`config.mk`:
```
export PLATFORM = sky130hd
export DESIGN_NAME = collision_monitor
export DESIGN_NICKNAME = d
export VERILOG_FILES = /design/src/rtl/collision_monitor.sv
export SDC_FILE = /design/constraint.sdc
export NUM_CORES = 1
export LEC_CHECK = 0
export CAP_MARGIN = 10
export CORE_MARGIN = 8
export CORE_UTILIZATION = 25
export DETAILED_ROUTE_END_ITERATION = 12
export MAX_ROUTING_LAYER = met4
export SKIP_CTS_REPAIR_TIMING = 1
export SLEW_MARGIN = 20
export SYNTH_ARGS = -nofsm -noshare
export SYNTH_HDL_FRONTEND = slang
export SYNTH_SLANG_ARGS = --single-unit
```
`constraint.sdc`:
```
create_clock -name clk -period 1.94 [get_ports clk]
set_input_delay 0.291 -clock clk [delete_from_list [all_inputs] [get_ports clk]]
set_output_delay 0.291 -clock clk [all_outputs]
set_load 0.05 [all_outputs]
```
`src/rtl/collision_monitor.sv`:
```
// collision_monitor: filtered player/obstacle collision detection with
// respawn freeze, obstacle restart pulse and a saturating death count.
module collision_monitor #(
    parameter int unsigned X_LO          = 100,
    parameter int unsigned X_HI          = 130,
    parameter int unsigned CLEAR_HEIGHT  = 40,
    parameter int unsigned HIT_FILTER    = 2,
    parameter int unsigned RESPAWN_TICKS = 24
) (
    input  logic       clk,
    input  logic       reset_n,
    input  logic [9:0] obj_pos,
    input  logic [9:0] distance,
    input  logic       obstacle_active,
    input  logic       menu,
    input  logic       victory,
    output logic       player_death,
    output logic       freeze,
    output logic       reset_obj,
    output logic [7:0] deaths,
    output logic [2:0] state
);

    typedef enum logic [2:0] {
        IDLE    = 3'd0,
        PLAY    = 3'd1,
        HIT     = 3'd2,
        RESPAWN = 3'd3,
        WON     = 3'd4
    } state_t;

    localparam int CW = (RESPAWN_TICKS > 1) ? $clog2(RESPAWN_TICKS) : 1;

    localparam logic [9:0]    POS_LO    = 10'(X_LO);
    localparam logic [9:0]    POS_HI    = 10'(X_HI);
    localparam logic [9:0]    CLEAR     = 10'(CLEAR_HEIGHT);
    localparam logic [3:0]    FILT_LAST = 4'(HIT_FILTER - 1);
    localparam logic [CW-1:0] COOL_LOAD = CW'(RESPAWN_TICKS - 1);

    state_t        fsm;
    logic [3:0]    filt;
    logic [CW-1:0] cool;
    logic          overlap;
    logic          hit_now;

    assign overlap = obstacle_active
                   && (obj_pos >= POS_LO)
                   && (obj_pos <= POS_HI)
                   && (distance < CLEAR);

    assign hit_now = overlap && (filt == FILT_LAST);
    assign state   = fsm;

    always_ff @(posedge clk) begin
        if (!reset_n) begin
            fsm          <= IDLE;
            filt         <= '0;
            cool         <= '0;
            deaths       <= '0;
            player_death <= 1'b0;
            freeze       <= 1'b0;
            reset_obj    <= 1'b0;
        end else begin
            player_death <= 1'b0;
            freeze       <= 1'b0;
            reset_obj    <= 1'b0;

            // Saturating run length of consecutive overlap cycles in PLAY
            if (fsm == PLAY && overlap)
                filt <= (filt == 4'hF) ? filt : filt + 4'd1;
            else
                filt <= '0;

            unique case (fsm)
                IDLE: begin
                    if (!menu) begin
                        fsm       <= PLAY;
                        deaths    <= '0;
                        reset_obj <= 1'b1;
                    end
                end
                PLAY: begin
                    if (menu) begin
                        fsm <= IDLE;
                    end else if (victory) begin
                        fsm <= WON;
                    end else if (hit_now) begin
                        fsm          <= HIT;
                        player_death <= 1'b1;
                    end
                end
                HIT: begin
                    if (deaths != 8'hFF)
                        deaths <= deaths + 8'd1;
                    if (menu) begin
                        fsm <= IDLE;
                    end else begin
                        fsm    <= RESPAWN;
                        cool   <= COOL_LOAD;
                        freeze <= 1'b1;
                    end
                end
                RESPAWN: begin
                    if (menu) begin
                        fsm <= IDLE;
                    end else if (cool == '0) begin
                        fsm       <= PLAY;
                        reset_obj <= 1'b1;
                    end else begin
                        cool   <= cool - 1'b1;
                        freeze <= 1'b1;
                    end
                end
                WON: begin
                    if (menu)
                        fsm <= IDLE;
                end
                default: begin
                    fsm <= IDLE;
                end
            endcase
        end
    end

endmodule

```
==> reports/metrics.cfg, run 1 <==
[run_status]
outcome=complete, no violations

[finish]
antenna_cells=0
nets=219
synthToLayoutAreaGrowth_pct=43.0
drive_gt1_share_pct=12.7

[detailed_routing]
final_antenna_net_count=0
viasPerCell=4.74
num_vias=1213
dr.pass1.iters=4
drc=0
drt-initial-drc-count=67
wl_per_cell_um=11.9
wirelength_mm=3.04

[logic_synthesis]
dominantRegCellSynth=dfxtp_1
ys.warnings.count=0
syn_area_per_cell_sq_um=8.59
synthTopCellsByArea=dfxtp_1 37%, ha_1 4.0%, nor2_1 3.3%
synth_edf_count=0
yosysMostFrequentCell=dfxtp_1
syn_inst=145
synth_common_cells=23 x dfxtp_1, 11 x nor2_1, 8 x a21oi_1, 8 x nand2_1, 8 x o21ai_0
async_flop_share_pct=0
synth_cell_types=42
yosysSeqAreaShare_pct=37.0
yosysTopAreaCell=dfxtp_1
syn_area_sq_um=1240
ys_ff_latch=23
synth.top_cell.area_share_pct=37.0
syn_nets=174

[sta]
fin_skew_ns=0.00173
setup_viol=0
tightest_slew_ns=0.523
final_max_slew_viol_count=0
rsz0062_at_grt=false
slew_headroom_pct=65.0
finalCritPeriodShare_pct=95.3
post-route-min-period_ns=1.85
fin_setup_tns_ns=0
max_freq_mhz=541
finalHoldViolations=0

[clocking]
cts_root_buf=clkbuf_8
htree_num_levels=1
cts_tree=done
clk_pin_slew_ns=0.08
cts.sinks=23
clk_path_buf_depth=2
numCtsBuffers=3
clock_latency_ns=0.27

[critical_path]
crit_type=reg2out
end_kind=output pin
crit_family=buffers and inverters
path_max_fanout=6
critPathSlowestCell=clkdlybuf4s50_1
crit_arrival_ns=1.56
required_ns=1.65
worst-path-buf-inv=1
cpPeakStageDelay_ns=0.85
regToRegSetupSlack_ns=0.19
crit_chain=clkdlybuf4s50_1
cp-start-kind=flop
timing.rr.start=state[2]$_SDFFE_PN0P_
reg2reg_depth=4
r2r-end=deaths[5]$_SDFFE_PN0P_

[global_routing]
antenna_found_initial=0
grt_overflow=0
grt_pass1_vias=1187
track_usage_pct=8.90
grt_pass1_wl_mm=5.31
grt_max_degree=17

[placement]
portBuffers=35
dpl.hpwl_mm=2.43
place_congestion=0.747

[min_path]
hold_path.class=reg2reg
hp-start=cool[3]$_SDFFE_PN0P_
min_to=cool[3]$_SDFFE_PN0P_
hold_depth=2

[die]
die_y_um=86.6
rows=25
core_area_sq_um=4750
start_util_pct=26.2
die_area_sq_um=7490
pin_count=39
die_w_um=86.6

[power]
leakage_nw=0.621
total_power_mw=1.04
power_density_nw_per_um2=582
peakVddDrop_mv=0.246

[flow_run]
max_cap_violations=0

-- per-layer routing --
layer | track usage [%] | vias to the layer above | routed length [um]
met3 | 3.31 | 5 | 235
met4 | 4.23 | 0 | 55
li1 | - | 633 | -
met5 | - | - | 0
met2 | 13.1 | 36 | 1250
met1 | 10.4 | 539 | 1500
-- cells by family after synthesis --
| group | Yosys count | share of synthesized area [%] |
|---|---|---|
| and+or+nand+nor | 65 | 31.1 |
| AOI/OAI and AO/OA | 36 | 19.3 |
| DFF | 23 | 37.0 |
| buffers and inverters | 11 | 4.02 |
| xor gates and xnor gates | 4 | 2.81 |
| adders and majority gates | 4 | 4.02 |
| muxes | 2 | 1.81 |
-- cell usage in the layout (no fill, tap or decap), types with 3 or more instances in the layout --
cell             netlist  layout
o21ai_0                8       8
a21oi_1                8       8
dfxtp_1               23      22
or4_1                  4       4
nand2_1                8       8
nand2b_1               5       5
and2_1                 4       4
clkdlybuf4s50_1        0      32
or3_1                  3       3
o31ai_1                4       4
inv_1                  5       5
nand3_1                6       6
clkbuf_8               0       3
nor3b_1                4       4
xnor2_1                4       4
buf_4                  0      14
ha_1                   4       4
nor2_1                11      11
a211oi_1               4       4
nor3_1                 4       4
-- final cells by class --
cell class / instances / area, sq um
fill: 508 / 2970
multi-input combinational: 111 / 746
inverter: 5 / 18.8
clock buffer: 4 / 45.0
timing repair buffer: 46 / 425
tap: 67 / 83.8
sequential: 23 / 462
-- registers in the layout (all words and copies together) (netlist names) --
name          count
cool              5
filt              4
state             3
freeze            1
player_death      1
reset_obj         1
deaths            8
-- stage by stage --
step           hold slack (ns)  cells  area [sq um]  utilization, %  setup WS (ns)
2_1_floorplan            0.370    145          1250               -         0.0503
3_3_place_gp             0.511    252          1720            36.3         -0.184
3_5_place_dp             0.517    252          1720            36.3         -0.180
4_1_cts                  0.529    256          1770            37.2         0.0751
5_1_grt                  0.577    256          1780            37.4         0.0219
6_report                 0.530    256          1780            37.4         0.0918
-- how the worst max path moves through the flow --
stage / slack, ns / cells past startpoint / end / start
4_1_cts: 0.08 / 1 / deaths[4] / deaths[4]$_SDFFE_PN0P_
3_3_place_gp: -0.18 / 5 / state[0]$_SDFFE_PN0P_ / obj_pos[8]
3_5_place_dp: -0.18 / 5 / state[0]$_SDFFE_PN0P_ / obj_pos[8]
2_1_floorplan: 0.05 / 5 / deaths[7]$_SDFFE_PN0P_ / state[0]$_SDFFE_PN0P_
5_1_grt: 0.02 / 1 / deaths[4] / deaths[4]$_SDFFE_PN0P_
6_report: 0.09 / 1 / deaths[4] / deaths[4]$_SDFFE_PN0P_
-- power by group --
part	internal, mW	total (mW)	switching [mW]
sequential	0.486	0.496	0.00981
combinational	0.118	0.233	0.115
clock	0.147	0.308	0.161
(Power assumes the default switching activity.)
==> run 2: changes to the inputs <==
- SKIP_CTS_REPAIR_TIMING: 1 -> not set
==> results of run 2 <==
The final DEF is identical to that of run 1; final timing and power are the same.
==> run 3: changes to the inputs <==
- ABC_AREA: not set -> 1
==> reports/metrics.cfg, run 3 <==
[run_status]
outcome=complete, no violations  ; unchanged

[critical_path]
crit_arrival_ns=1.54  ; was 1.56 ns
end_kind=output pin  ; unchanged
cpPeakStageDelay_ns=0.85  ; about the same
regToRegSetupSlack_ns=0.44  ; was 0.19 ns
reg2reg_depth=7  ; was 4
path_max_fanout=5  ; was 6
required_ns=1.65  ; about the same
r2r-end=deaths[5]$_SDFFE_PN0P_  ; unchanged
cp-start-kind=flop  ; unchanged
crit_chain=clkdlybuf4s50_1  ; unchanged
worst-path-buf-inv=1  ; unchanged
critPathSlowestCell=clkdlybuf4s50_1  ; unchanged
crit_type=reg2out  ; unchanged
crit_family=buffers and inverters  ; unchanged
timing.rr.start=deaths[1]$_SDFFE_PN0P_  ; was state[2]$_SDFFE_PN0P_

[logic_synthesis]
synth.top_cell.area_share_pct=34.9  ; was 37.0%
synthTopCellsByArea=dfxtp_1 35%, nand2_1 13%, inv_1 9.4%  ; was dfxtp_1 37%, ha_1 4.0%, nor2_1 3.3%
syn_area_per_cell_sq_um=6.60  ; was 8.59 sq um
ys_ff_latch=23  ; unchanged
synth_cell_types=28  ; was 42
yosysSeqAreaShare_pct=34.9  ; was 37.0%
dominantRegCellSynth=dfxtp_1  ; unchanged
ys.warnings.count=0  ; unchanged
synth_edf_count=0  ; unchanged
yosysMostFrequentCell=nand2_1  ; was dfxtp_1
async_flop_share_pct=0  ; unchanged
syn_nets=229  ; was 174
syn_inst=200  ; was 145
synth_common_cells=46 x nand2_1, 33 x inv_1, 23 x dfxtp_1  ; was 23 x dfxtp_1, 11 x nor2_1, 8 x a21oi_1, 8 x nand2_1, 8 x o21ai_0
syn_area_sq_um=1320  ; was 1240 sq um
yosysTopAreaCell=dfxtp_1  ; unchanged

[detailed_routing]
drt-initial-drc-count=69  ; was 67
dr.pass1.iters=4  ; unchanged
drc=0  ; unchanged
viasPerCell=4.19  ; was 4.74
wl_per_cell_um=9.96  ; was 11.9 um
final_antenna_net_count=0  ; unchanged
num_vias=1295  ; was 1213
wirelength_mm=3.08  ; was 3.04 mm

[power]
peakVddDrop_mv=0.277  ; was 0.246 mV
power_density_nw_per_um2=723  ; was 582 nW/um^2
leakage_nw=0.771  ; was 0.621 nW
total_power_mw=1.30  ; was 1.04 mW

[placement]
dpl.hpwl_mm=2.54  ; was 2.43 mm
dp.cells=305  ; was 252
place_congestion=0.785  ; was 0.747
portBuffers=35  ; unchanged
dp_worst_setup_slack_ns=0.189  ; was -0.180 ns

[die]
die_area_sq_um=7860  ; was 7490 sq um
die_y_um=88.7  ; was 86.6 um
rows=26  ; was 25
start_util_pct=25.8  ; was 26.2%
die_w_um=88.7  ; was 86.6 um
core_area_sq_um=5110  ; was 4750 sq um
pin_count=39  ; unchanged

[global_routing]
grt_max_degree=14  ; was 17
grt_pass1_wl_mm=5.35  ; was 5.31 mm
globalRouteMet1Util_pct=10.2  ; was 10.4%
antenna_found_initial=0  ; unchanged
track_usage_pct=8.52  ; was 8.90%
grt-busiest-layer=met2  ; unchanged
grt_overflow=0  ; unchanged
grt_pass1_vias=1227  ; was 1187
grtUsageMet3_pct=1.11  ; was 3.31%
gr-usage-met2_pct=14.1  ; was 13.1%

[sta]
final_max_slew_viol_count=0  ; unchanged
fin_setup_tns_ns=0  ; unchanged
post-route-min-period_ns=1.84  ; was 1.85 ns
setup_viol=0  ; unchanged
max_freq_mhz=545  ; was 541 MHz
tightest_slew_ns=0.516  ; was 0.523 ns
fin_skew_ns=0.00412  ; was 0.00173 ns
finalCritPeriodShare_pct=94.6  ; was 95.3%
finalHoldViolations=0  ; unchanged
finalWorstSetupSlack_ns=0.104  ; was 0.0918 ns
slew_headroom_pct=65.5  ; was 65.0%
rsz0062_at_grt=false  ; unchanged
whs_ns=0.465  ; was 0.530 ns

[clocking]
htree_num_levels=1  ; unchanged
cts.sinks=23  ; unchanged
cts_root_buf=clkbuf_8  ; unchanged
clock_latency_ns=0.26  ; was 0.27 ns
post_cts_buffers=0  ; unchanged
cts_resized=0  ; unchanged
clk_pin_slew_ns=0.09  ; was 0.08 ns
holdBufCountCts=0  ; unchanged
cts_tree=done  ; unchanged
numCtsBuffers=3  ; unchanged
clk_path_buf_depth=2  ; unchanged

[finish]
final_common_cell=nand2_1  ; was clkdlybuf4s50_1
antenna_cells=0  ; unchanged
instances_no_fill=309  ; was 256
nets=269  ; was 219
drive_gt1_share_pct=9.62  ; was 12.7%
mostFrequentLayoutCells=46 x nand2_1, 34 x clkdlybuf4s50_1, 33 x inv_1  ; was 32 x clkdlybuf4s50_1, 22 x dfxtp_1, 14 x buf_4
synthToLayoutAreaGrowth_pct=36.4  ; was 43.0%
largest_reg_flops=8  ; unchanged
reg.largest.list=deaths x8, cool x5, filt x4  ; unchanged
top_register=deaths  ; unchanged
fillers=561  ; was 508

[flow_run]
max_cap_violations=0  ; unchanged

[min_path]
hp-start=cool[4]$_SDFFE_PN0P_  ; was cool[3]$_SDFFE_PN0P_
hold_depth=2  ; unchanged
hold_path.class=reg2reg  ; unchanged
min_to=cool[4]$_SDFFE_PN0P_  ; was cool[3]$_SDFFE_PN0P_

[run 3: area by class of cell]
cell class | count | area, sq um | area share [%]
Multi-Input combinational cell | 137 | 701 | 38.9
Clock inverter | 1 | 5.00 | 0.278
Sequential cell | 23 | 460 | 25.6
Tap cell | 70 | 87.6 | 4.86
Inverter | 38 | 143 | 7.92
Timing Repair Buffer | 37 | 363 | 20.2
Clock buffer | 3 | 41.3 | 2.29
[run 3: worst max path at each step]
stage                                   endpoint                   start  slack, ns  depth (start not counted)
after floorplan           deaths[0]$_SDFFE_PN0P_  deaths[1]$_SDFFE_PN0P_       0.22                          7
after global placement    deaths[1]$_SDFFE_PN0P_                    menu       0.19                          9
after detailed placement  deaths[1]$_SDFFE_PN0P_                    menu       0.19                          9
after CTS                               state[1]   state[1]$_SDFFE_PN0P_        0.1                          1
after global routing                    state[1]   state[1]$_SDFFE_PN0P_       0.05                          1
final                                   state[1]   state[1]$_SDFFE_PN0P_       0.10                          1
[run 3: tightest hold or removal path, cell delays in order, from the launching register on]
cell     delay, ns
dfxtp_1       0.32
nand2_1       0.06
a21oi_1       0.05
[run 3: kinds of logic after synthesis]
family	synth area share (%)
XOR/XNOR	2.65
AO/OA/AOI/OAI	12.3
flip-flops	34.9
AND/OR/NAND/NOR	34.3
adder cells (fa/ha/maj)	3.79
buffers and inverters	12.0
[run 3: metal layers]
layer,part of all wire (%),up-vias
li1,-,700
met1,47,575
met2,48,18
met3,4.0,2
met4,1.3,0
met5,0,-
[run 3: report_power, final]
group	internal (mW)	switching [mW]
sequential	0.513	0.0361
combinational	0.167	0.282
clock	0.143	0.161
total	0.823	0.479
[run 3: metrics by stage]
stage               utilization (%)  area, sq um
finish                         35.3         1800
global route                   35.3         1800
CTS                            35.3         1800
detailed placement             34.3         1750
global placement               34.3         1750
floorplan                         -         1320
